==> src/rtl/instr_mem_loader_if.sv <==
// Byte-stream and instruction-memory write bus of the program loader.
// The loader connects through the slave modport.
interface instr_mem_loader_if #(
  parameter int ADDR_W = 3,
  parameter int WORD_W = 32
);
  logic              byte_valid;
  logic [7:0]        byte_data;
  logic              byte_ready;
  logic              mem_we;
  logic [ADDR_W-1:0] mem_addr;
  logic [WORD_W-1:0] mem_wdata;

  modport master (
    output byte_valid, byte_data,
    input  byte_ready, mem_we, mem_addr, mem_wdata
  );

  modport slave (
    input  byte_valid, byte_data,
    output byte_ready, mem_we, mem_addr, mem_wdata
  );
endinterface

==> src/rtl/instr_mem_loader.sv <==
// Packs a byte stream MSB-first into instruction words and writes them
// to consecutive instruction-memory addresses, holding the core meanwhile.
module instr_mem_loader #(
  parameter int ADDR_W    = 3,
  parameter int NUM_WORDS = 8,
  parameter int WORD_W    = 32
) (
  input  logic                clk,
  input  logic                rst,
  input  logic                start,
  instr_mem_loader_if.slave   bus,
  output logic                cpu_hold,
  output logic                done,
  output logic [WORD_W-1:0]   checksum,
  output logic [ADDR_W:0]     word_count
);

  localparam int BYTES = WORD_W / 8;
  localparam int IW    = (BYTES > 1) ? $clog2(BYTES) : 1;
  localparam logic [IW-1:0]   LAST = IW'(BYTES - 1);
  localparam logic [ADDR_W:0] NW   = (ADDR_W + 1)'(NUM_WORDS);

  typedef enum logic [1:0] {
    IDLE,
    COLLECT,
    WRITE,
    DONE
  } state_t;

  state_t            state;
  logic [IW-1:0]     idx;
  logic [WORD_W-1:0] pack;
  logic [ADDR_W-1:0] addr;
  logic              ready_q;
  logic              we_q;

  assign bus.byte_ready = ready_q;
  assign bus.mem_we     = we_q;
  assign bus.mem_addr   = addr;
  assign bus.mem_wdata  = pack;

  always_ff @(posedge clk) begin
    if (rst) begin
      state      <= IDLE;
      idx        <= '0;
      pack       <= '0;
      addr       <= '0;
      ready_q    <= 1'b0;
      we_q       <= 1'b0;
      cpu_hold   <= 1'b0;
      done       <= 1'b0;
      checksum   <= '0;
      word_count <= '0;
    end else begin
      unique case (state)
        IDLE, DONE: begin
          if (start) begin
            state      <= COLLECT;
            idx        <= '0;
            pack       <= '0;
            addr       <= '0;
            ready_q    <= 1'b1;
            cpu_hold   <= 1'b1;
            done       <= 1'b0;
            checksum   <= '0;
            word_count <= '0;
          end
        end
        COLLECT: begin
          if (bus.byte_valid && ready_q) begin
            pack <= (pack << 8) | WORD_W'(bus.byte_data);
            if (idx == LAST) begin
              state   <= WRITE;
              idx     <= '0;
              ready_q <= 1'b0;
              we_q    <= 1'b1;
            end else begin
              idx <= idx + 1'b1;
            end
          end
        end
        WRITE: begin
          we_q       <= 1'b0;
          checksum   <= checksum ^ pack;
          word_count <= word_count + 1'b1;
          // Address stays on the last word once the load completes.
          if (word_count + 1'b1 < NW) begin
            state   <= COLLECT;
            ready_q <= 1'b1;
            addr    <= addr + 1'b1;
          end else begin
            state    <= DONE;
            cpu_hold <= 1'b0;
            done     <= 1'b1;
          end
        end
      endcase
    end
  end

endmodule

==> src/flat_wrapper.sv <==
// flat-port wrapper written by rule: the top's interface ports become plain ports
module instr_mem_loader_flat 
#(
  parameter int ADDR_W    = 3,
  parameter int NUM_WORDS = 8,
  parameter int WORD_W    = 32
)
  (clk, rst, start, cpu_hold, done, checksum, word_count, bus_byte_valid, bus_byte_data, bus_byte_ready, bus_mem_we, bus_mem_addr, bus_mem_wdata);
  instr_mem_loader_if #(.ADDR_W(ADDR_W), .WORD_W(WORD_W)) bus_i ();
  input  logic clk;
  input  logic rst;
  input  logic start;
  output logic cpu_hold;
  output logic done;
  output logic [WORD_W-1:0] checksum;
  output logic [ADDR_W:0] word_count;
  input wire logic [$bits(bus_i.byte_valid)-1:0] bus_byte_valid;
  input wire logic [$bits(bus_i.byte_data)-1:0] bus_byte_data;
  output wire logic [$bits(bus_i.byte_ready)-1:0] bus_byte_ready;
  output wire logic [$bits(bus_i.mem_we)-1:0] bus_mem_we;
  output wire logic [$bits(bus_i.mem_addr)-1:0] bus_mem_addr;
  output wire logic [$bits(bus_i.mem_wdata)-1:0] bus_mem_wdata;
  assign bus_i.byte_valid = bus_byte_valid;
  assign bus_i.byte_data = bus_byte_data;
  assign bus_byte_ready = bus_i.byte_ready;
  assign bus_mem_we = bus_i.mem_we;
  assign bus_mem_addr = bus_i.mem_addr;
  assign bus_mem_wdata = bus_i.mem_wdata;
  instr_mem_loader #(.ADDR_W(ADDR_W), .NUM_WORDS(NUM_WORDS), .WORD_W(WORD_W)) u_core (.clk(clk), .rst(rst), .start(start), .bus(bus_i), .cpu_hold(cpu_hold), .done(done), .checksum(checksum), .word_count(word_count));
endmodule
==> config.mk <==
export PLATFORM = sky130hd
export DESIGN_NAME = instr_mem_loader_flat
export DESIGN_NICKNAME = d
export VERILOG_FILES = /design/src/rtl/instr_mem_loader_if.sv /design/src/rtl/instr_mem_loader.sv /design/src/flat_wrapper.sv
export SDC_FILE = /design/constraint.sdc
export NUM_CORES = 1
export LEC_CHECK = 0
export BUFFER_PORTS_ARGS = -buffer_cell sky130_fd_sc_hd__buf_2
export CORE_UTILIZATION = 50
export CTS_CLUSTER_SIZE = 16
export DETAILED_ROUTE_END_ITERATION = 10
export PLACE_DENSITY = 0.77
export SYNTH_ARGS = -nofsm -noshare
export SYNTH_HDL_FRONTEND = slang
export SYNTH_SLANG_ARGS = --single-unit
==> constraint.sdc <==
create_clock -name clk -period 5.8 [get_ports clk]
set_clock_uncertainty 0.15 [all_clocks]
set_input_delay 0.58 -clock clk [delete_from_list [all_inputs] [get_ports clk]]
set_output_delay 0.58 -clock clk [all_outputs]
set_load 0.05 [all_outputs]
=== Word level (Yosys, flattened, before mapping) ===
Index checks and enable logic that the tools add are counted.

* Div/mod/pow operators: 0
* Add/subtract/negate cells: 3
* Order comparisons: 1
* Shift operators: 0
* Multiply operators: 0
* Equality and inequality tests: 9
* Muxes and demuxes: 31
* Reduce and logical (&&, ||, !) cells: 13
* Bitwise gates (word level): 2

{| class="wikitable"
|+ Operators with widths
! cell !! count
|-
| case mux 32 bit (2 select lines) || 2
|-
| two-way mux 32 bit || 2
|-
| OR 32 x 8 -> 32 bit || 1
|-
| bitwise XOR 32 bit || 1
|-
| AND reduction 3 bit || 5
|-
| two-way mux 2 bit || 7
|-
| two-way mux 1 bit || 9
|-
| case mux 4 bit (2 select lines) || 1
|-
| equality test 2 bit (second input constant) || 3
|-
| two-way mux 3 bit || 2
|-
| inequality test 2 x 1 -> 1 bit (second input constant) || 3
|-
| case mux 1 bit (2 select lines) || 3
|-
| case mux 2 bit (3 select lines) || 1
|-
| case mux 3 bit (2 select lines) || 1
|-
| nonzero test 2 bit || 3
|-
| adder 4 x 1 -> 4 bit (second input constant) || 1
|-
| less-than comparator 4 bit (second input constant) || 1
|-
| two-way mux 4 bit || 1
|-
| inequality test 2 bit (second input constant) || 2
|-
| case mux 2 bit (2 select lines) || 1
|-
| AND reduction 4 bit || 1
|-
| adder 3 x 1 -> 3 bit (second input constant) || 1
|-
| case mux 1 bit (3 select lines) || 1
|-
| adder 2 x 1 -> 2 bit (second input constant) || 1
|-
| 5 further kinds || 5
|}

* Memories kept: 0
* Bits in latches: 0
* Logic and storage cells: 69
* Output and inout bits: 75
* Register bits: 79
* Bits of input ports: 12
* Memory bits (read-only): 0
* RAM bits: 0

=== Depth between registers and ports, before layout ===
* Depth after elaboration: 4
* Depth in mapped cells: 9
* Depth with buffers taken out: 6

=== Worst setup path after synthesis ===
No wires, ideal clock.

* Path type: register to register
* Start point: register u_core.state[0]
* End point: register u_core.idx[0]
* Buffers on the path: 2
* Stages on the path, launching flop included: 9
* Library setup time: 0.071 ns
* Slack: 3.795 ns
* Required time: 5.579 ns
* Period minus slack after synthesis: 2.005 ns
* Arrival: 1.784 ns
* Path through: dfxtp_1 > inv_1 > ha_1 > buf_2 > nor2b_4 > a21o_1 > buf_6 > or4b_1 > a21oi_1

* Cells in the longest elaborated chain, start to end: 4
* Elaborated cells on any way between the ends: 9
* Classes of those cells: 4 x eq/ne; 1 x mux; 4 x reduce/logical

{| class="wikitable"
|+ RTL lines
! item !! line !! text
|-
| start, declared || instr_mem_loader.sv:30 || <nowiki>state_t state;</nowiki>
|-
| start signal, assigned || instr_mem_loader.sv:44 || <nowiki>state <= IDLE;</nowiki>
|-
| start signal, assigned || instr_mem_loader.sv:58 || <nowiki>state <= COLLECT;</nowiki>
|-
| start signal, assigned || instr_mem_loader.sv:73 || <nowiki>state <= WRITE;</nowiki>
|-
| equality test 2 bit / logical NOT 2 bit (equally long branches) || instr_mem_loader.sv:55 || <nowiki>unique case (state)</nowiki>
|-
| OR reduction 2 bit || instr_mem_loader.sv:55 ||
|-
| inequality test 2 bit (no line) / nonzero test 2 bit (equally long branches) || - ||
|-
| AND reduction 3 bit (no line) || - ||
|-
| end signal, assigned || instr_mem_loader.sv:78 || <nowiki>idx <= idx + 1'b1;</nowiki>
|-
| end, declared || instr_mem_loader.sv:31 || <nowiki>logic [IW-1:0] idx;</nowiki>
|}

Parallel ways exist; a longest one is shown, timed or not.
A chain may end at the register's enable or synchronous reset.

=== Worst setup path after layout ===
Ends and elaborated chain as after synthesis.

==> metrics.txt <==
status complete, no violations; Total GRT Usage between 20% and 30%; GPL Wtd Cong 0.832; leakage 1.62 nW; Hold Vio Cnt, Final 0; RSZ-0062 raised after global routing false; min-delay worst type primary input to flop; cts repair resizes 0; cts hold-fix bufs 0; FF+latch count, synth 79; # clock sinks 79; Post-DRT Antenna Nets 0; # IOs 87; CTS tree yes; wire per inst between 10 and 15 um; CP Max Fanout 35; fin nets 428; initial antenna violation count 0; # rows 27; synth warn 0; number of global-route vias before repair 2326; register area share after synthesis 52.4%; CTS buffer count 9; R2R depth 6; Worst R2R Start u_core.state[0]; Pwr Density 325 nW/um2; Die Wd approximately 80 um; Worst-Skew Late Latency 350 ps; DRC viols 0; core area 5680 um2; Worst Max-Slew Pin Slew 1070 ps; reg2reg end u_core.idx[0]; hold_sp bus_byte_data[7]; Clock Path Buffers 2; maxcap violations 0; Setup CP Type flop to flop; die height approximately 80 um; Post-CTS Setup Bufs 0; worst path cell trace inv_1, ha_1, nor2b_4, a21o_1, or4b_1, a21oi_1; Final HPWL DP ~4600 um; final core occ 64.4%; largest net degree at the start of global routing 45; Post-Syn Nets between 300 and 400; drt pass-1 iters 4; GRT overflow 0; Worst EP required between 5000 and 6000 ps; PortBufs between 80 and 90; fin crit share 43.5%; drt via density 5.28; routed wire length 6950 um; Iteration-0 DRC Markers 170; CTS Root Cell clkbuf_8; Post-Syn Area per Cell around 9.1 um2; r2r setup slk roughly 3300 ps; count of different cell masters after synthesis 34; H-Tree Depth 3; Starting Density 53.2%; fin. max-slew vios 0; global-route wire length before repair 11200 um; Worst setup SP type flop; Fin Setup TNS 0 ps; synth-to-layout area growth 21.1%; Mapped Area 3020 um2; WHS Path Cells 3; clk slew on worst S/H paths 80 ps; Worst path max stage delay 620 ps; slew margin rel. 28.7%; CP max stage cell or4b_1; Die ar. about 6400 um2; minimum clock period after layout between 2000 and 3000 ps; # diodes 0; via count 2573; layout cell share with drive strength beyond 1 26.3%; Min-Delay Endpoint u_core.bus.mem_wdata[7]; worst vdd ir 0.215 mV; Final setup viols 0; Fmax achieved slightly below 400 MHz; Critical Path AT 2650 ps; Crit. End Element flop; cell count after synthesis 332
==> cell families (layout without fill, tap and decap cells) <==
| logic type | count (synthesis) | after routing | synth area share [%] |
|---|---|---|---|
| AND/OR/NAND/NOR | 131 | 131 | 17.8 |
| adder cells (fa/ha/maj) | 6 | 6 | 2.49 |
| XOR/XNOR | 34 | 34 | 9.86 |
| AO/OA/AOI/OAI | 53 | 53 | 12.3 |
| flip-flops | 79 | 79 | 52.4 |
| multiplexers | 4 | 4 | 1.37 |
| buffers and inverters | 25 | 108 | 3.85 |
==> sequential cells by signal (all words and copies together), names as in the netlist <==
name,cells
u_core.idx,2
u_core.bus.mem_addr,3
u_core.bus.mem_we,1
u_core.cpu_hold,1
u_core.bus.byte_ready,1
u_core.checksum,32
u_core.bus.mem_wdata,32
u_core.word_count,4
u_core.done,1
u_core.state,2
==> critical path: cells and delay by family (launching register included) <==
kind	cells	cell delay, ps
adder cells (fa/ha/maj)	1	400
AO/OA/AOI/OAI	2	640
flip-flops	1	390
buffers and inverters	1	60
AND/OR/NAND/NOR	2	800
==> metrics by stage <==
| stage | hold slack, ps | cell area (um2) | total power, mW | cells | setup WS, ps |
|---|---|---|---|---|---|
| 5_1_grt | 337 | 3660 | 1.24 | 487 | 3090 |
| 3_5_place_dp | 326 | 3460 | 0.792 | 471 | 3040 |
| 6_report | 331 | 3660 | 1.19 | 487 | 3270 |
| 2_1_floorplan | 299 | 3020 | 0.760 | 332 | 3800 |
| 3_3_place_gp | 310 | 3460 | 0.789 | 471 | 3120 |
| 4_1_cts | 320 | 3660 | 1.19 | 487 | 3270 |
==> report_power, final <==
part / internal [mW] / switching, mW / total (mW)
sequential: 0.556 / 0.0127 / 0.569
clock: 0.199 / 0.207 / 0.406
combinational: 0.0524 / 0.159 / 0.212
==> metal layers <==
| layer | part of all wire (%) | global-route usage [%] | wire [um] | up-vias |
|---|---|---|---|---|
| met5 | 0 | 0 | 0 | - |
| li1 | - | - | - | 1256 |
| met2 | 48 | 37.2 | 3340 | 82 |
| met1 | 44 | 29.3 | 3080 | 1229 |
| met4 | 0.98 | 7.45 | 68 | 0 |
| met3 | 6.6 | 7.43 | 459 | 6 |
==> layout by cell type, fill, tap and decap left out, types with 3 or more instances in the layout <==
| cell type | count |
|---|---|
| nor3_1 | 4 |
| clkbuf_8 | 9 |
| nand2_1 | 43 |
| mux2i_1 | 3 |
| dfxtp_1 | 79 |
| xor2_1 | 33 |
| ha_1 | 6 |
| nand3_1 | 3 |
| a21oi_1 | 8 |
| a22oi_1 | 33 |
| nand2b_1 | 4 |
| inv_1 | 3 |
| nor2_1 | 70 |
| buf_2 | 86 |
==> how the worst max path moves through the flow <==
stage	slack (ps)	depth (start not counted)	startpoint	to
3_3_place_gp	3120	5	rst	u_core.checksum[18]
5_1_grt	3090	6	u_core.state[0]	u_core.bus.mem_wdata[28]
3_5_place_dp	3040	5	rst	u_core.checksum[17]
2_1_floorplan	3800	8	u_core.state[0]	u_core.idx[0]
6_report	3270	6	u_core.state[0]	u_core.idx[0]
4_1_cts	3270	6	u_core.state[0]	u_core.idx[0]
==> cell type report <==
class	instances	area [um2]
Sequential cell	79	1580
Clock buffer	9	124
Clock inverter	7	72.6
Tap cell	72	90.1
Fill cell	496	2020
Multi-Input combinational cell	228	1330
Timing Repair Buffer	88	445
Inverter	4	15.0
==> synth_stat cells <==
library cell  instances  area, um2
o31ai_1               1       7.51
nor3_1                4       20.0
clkinv_1              1       3.75
ha_1                  6       75.1
buf_6                 2       22.5
nor2_1               71        267
o22ai_1               2       12.5
o21ai_1               1       5.00
nor2b_1               1       6.26
or3_1                 1       6.26
mux2_2                1       11.3
a32oi_1               1       8.76
o21ai_0               2       10.0
inv_1                 3       11.3
nand3_1               3       15.0
xor2_1               33        289
xnor2_1               1       8.76
buf_2                 6       30.0
a21o_1                1       7.51
o211ai_1              1       7.51
nand2_1              43        161
a22oi_1              33        248
clkbuf_1             13       48.8
a31o_2                1       8.76
or4b_1                1       10.0
dfxtp_1              79       1580
and3_1                1       6.26
nand4_1               1       6.26
a21oi_1               8       40.0
nand2b_1              4       25.0
mux2i_1               3       30.0
a211oi_1              1       7.51
o2bb2ai_1             1       8.76
nor2b_4               1       13.8
No activity file was read; power rests on OpenSTA's default activity.
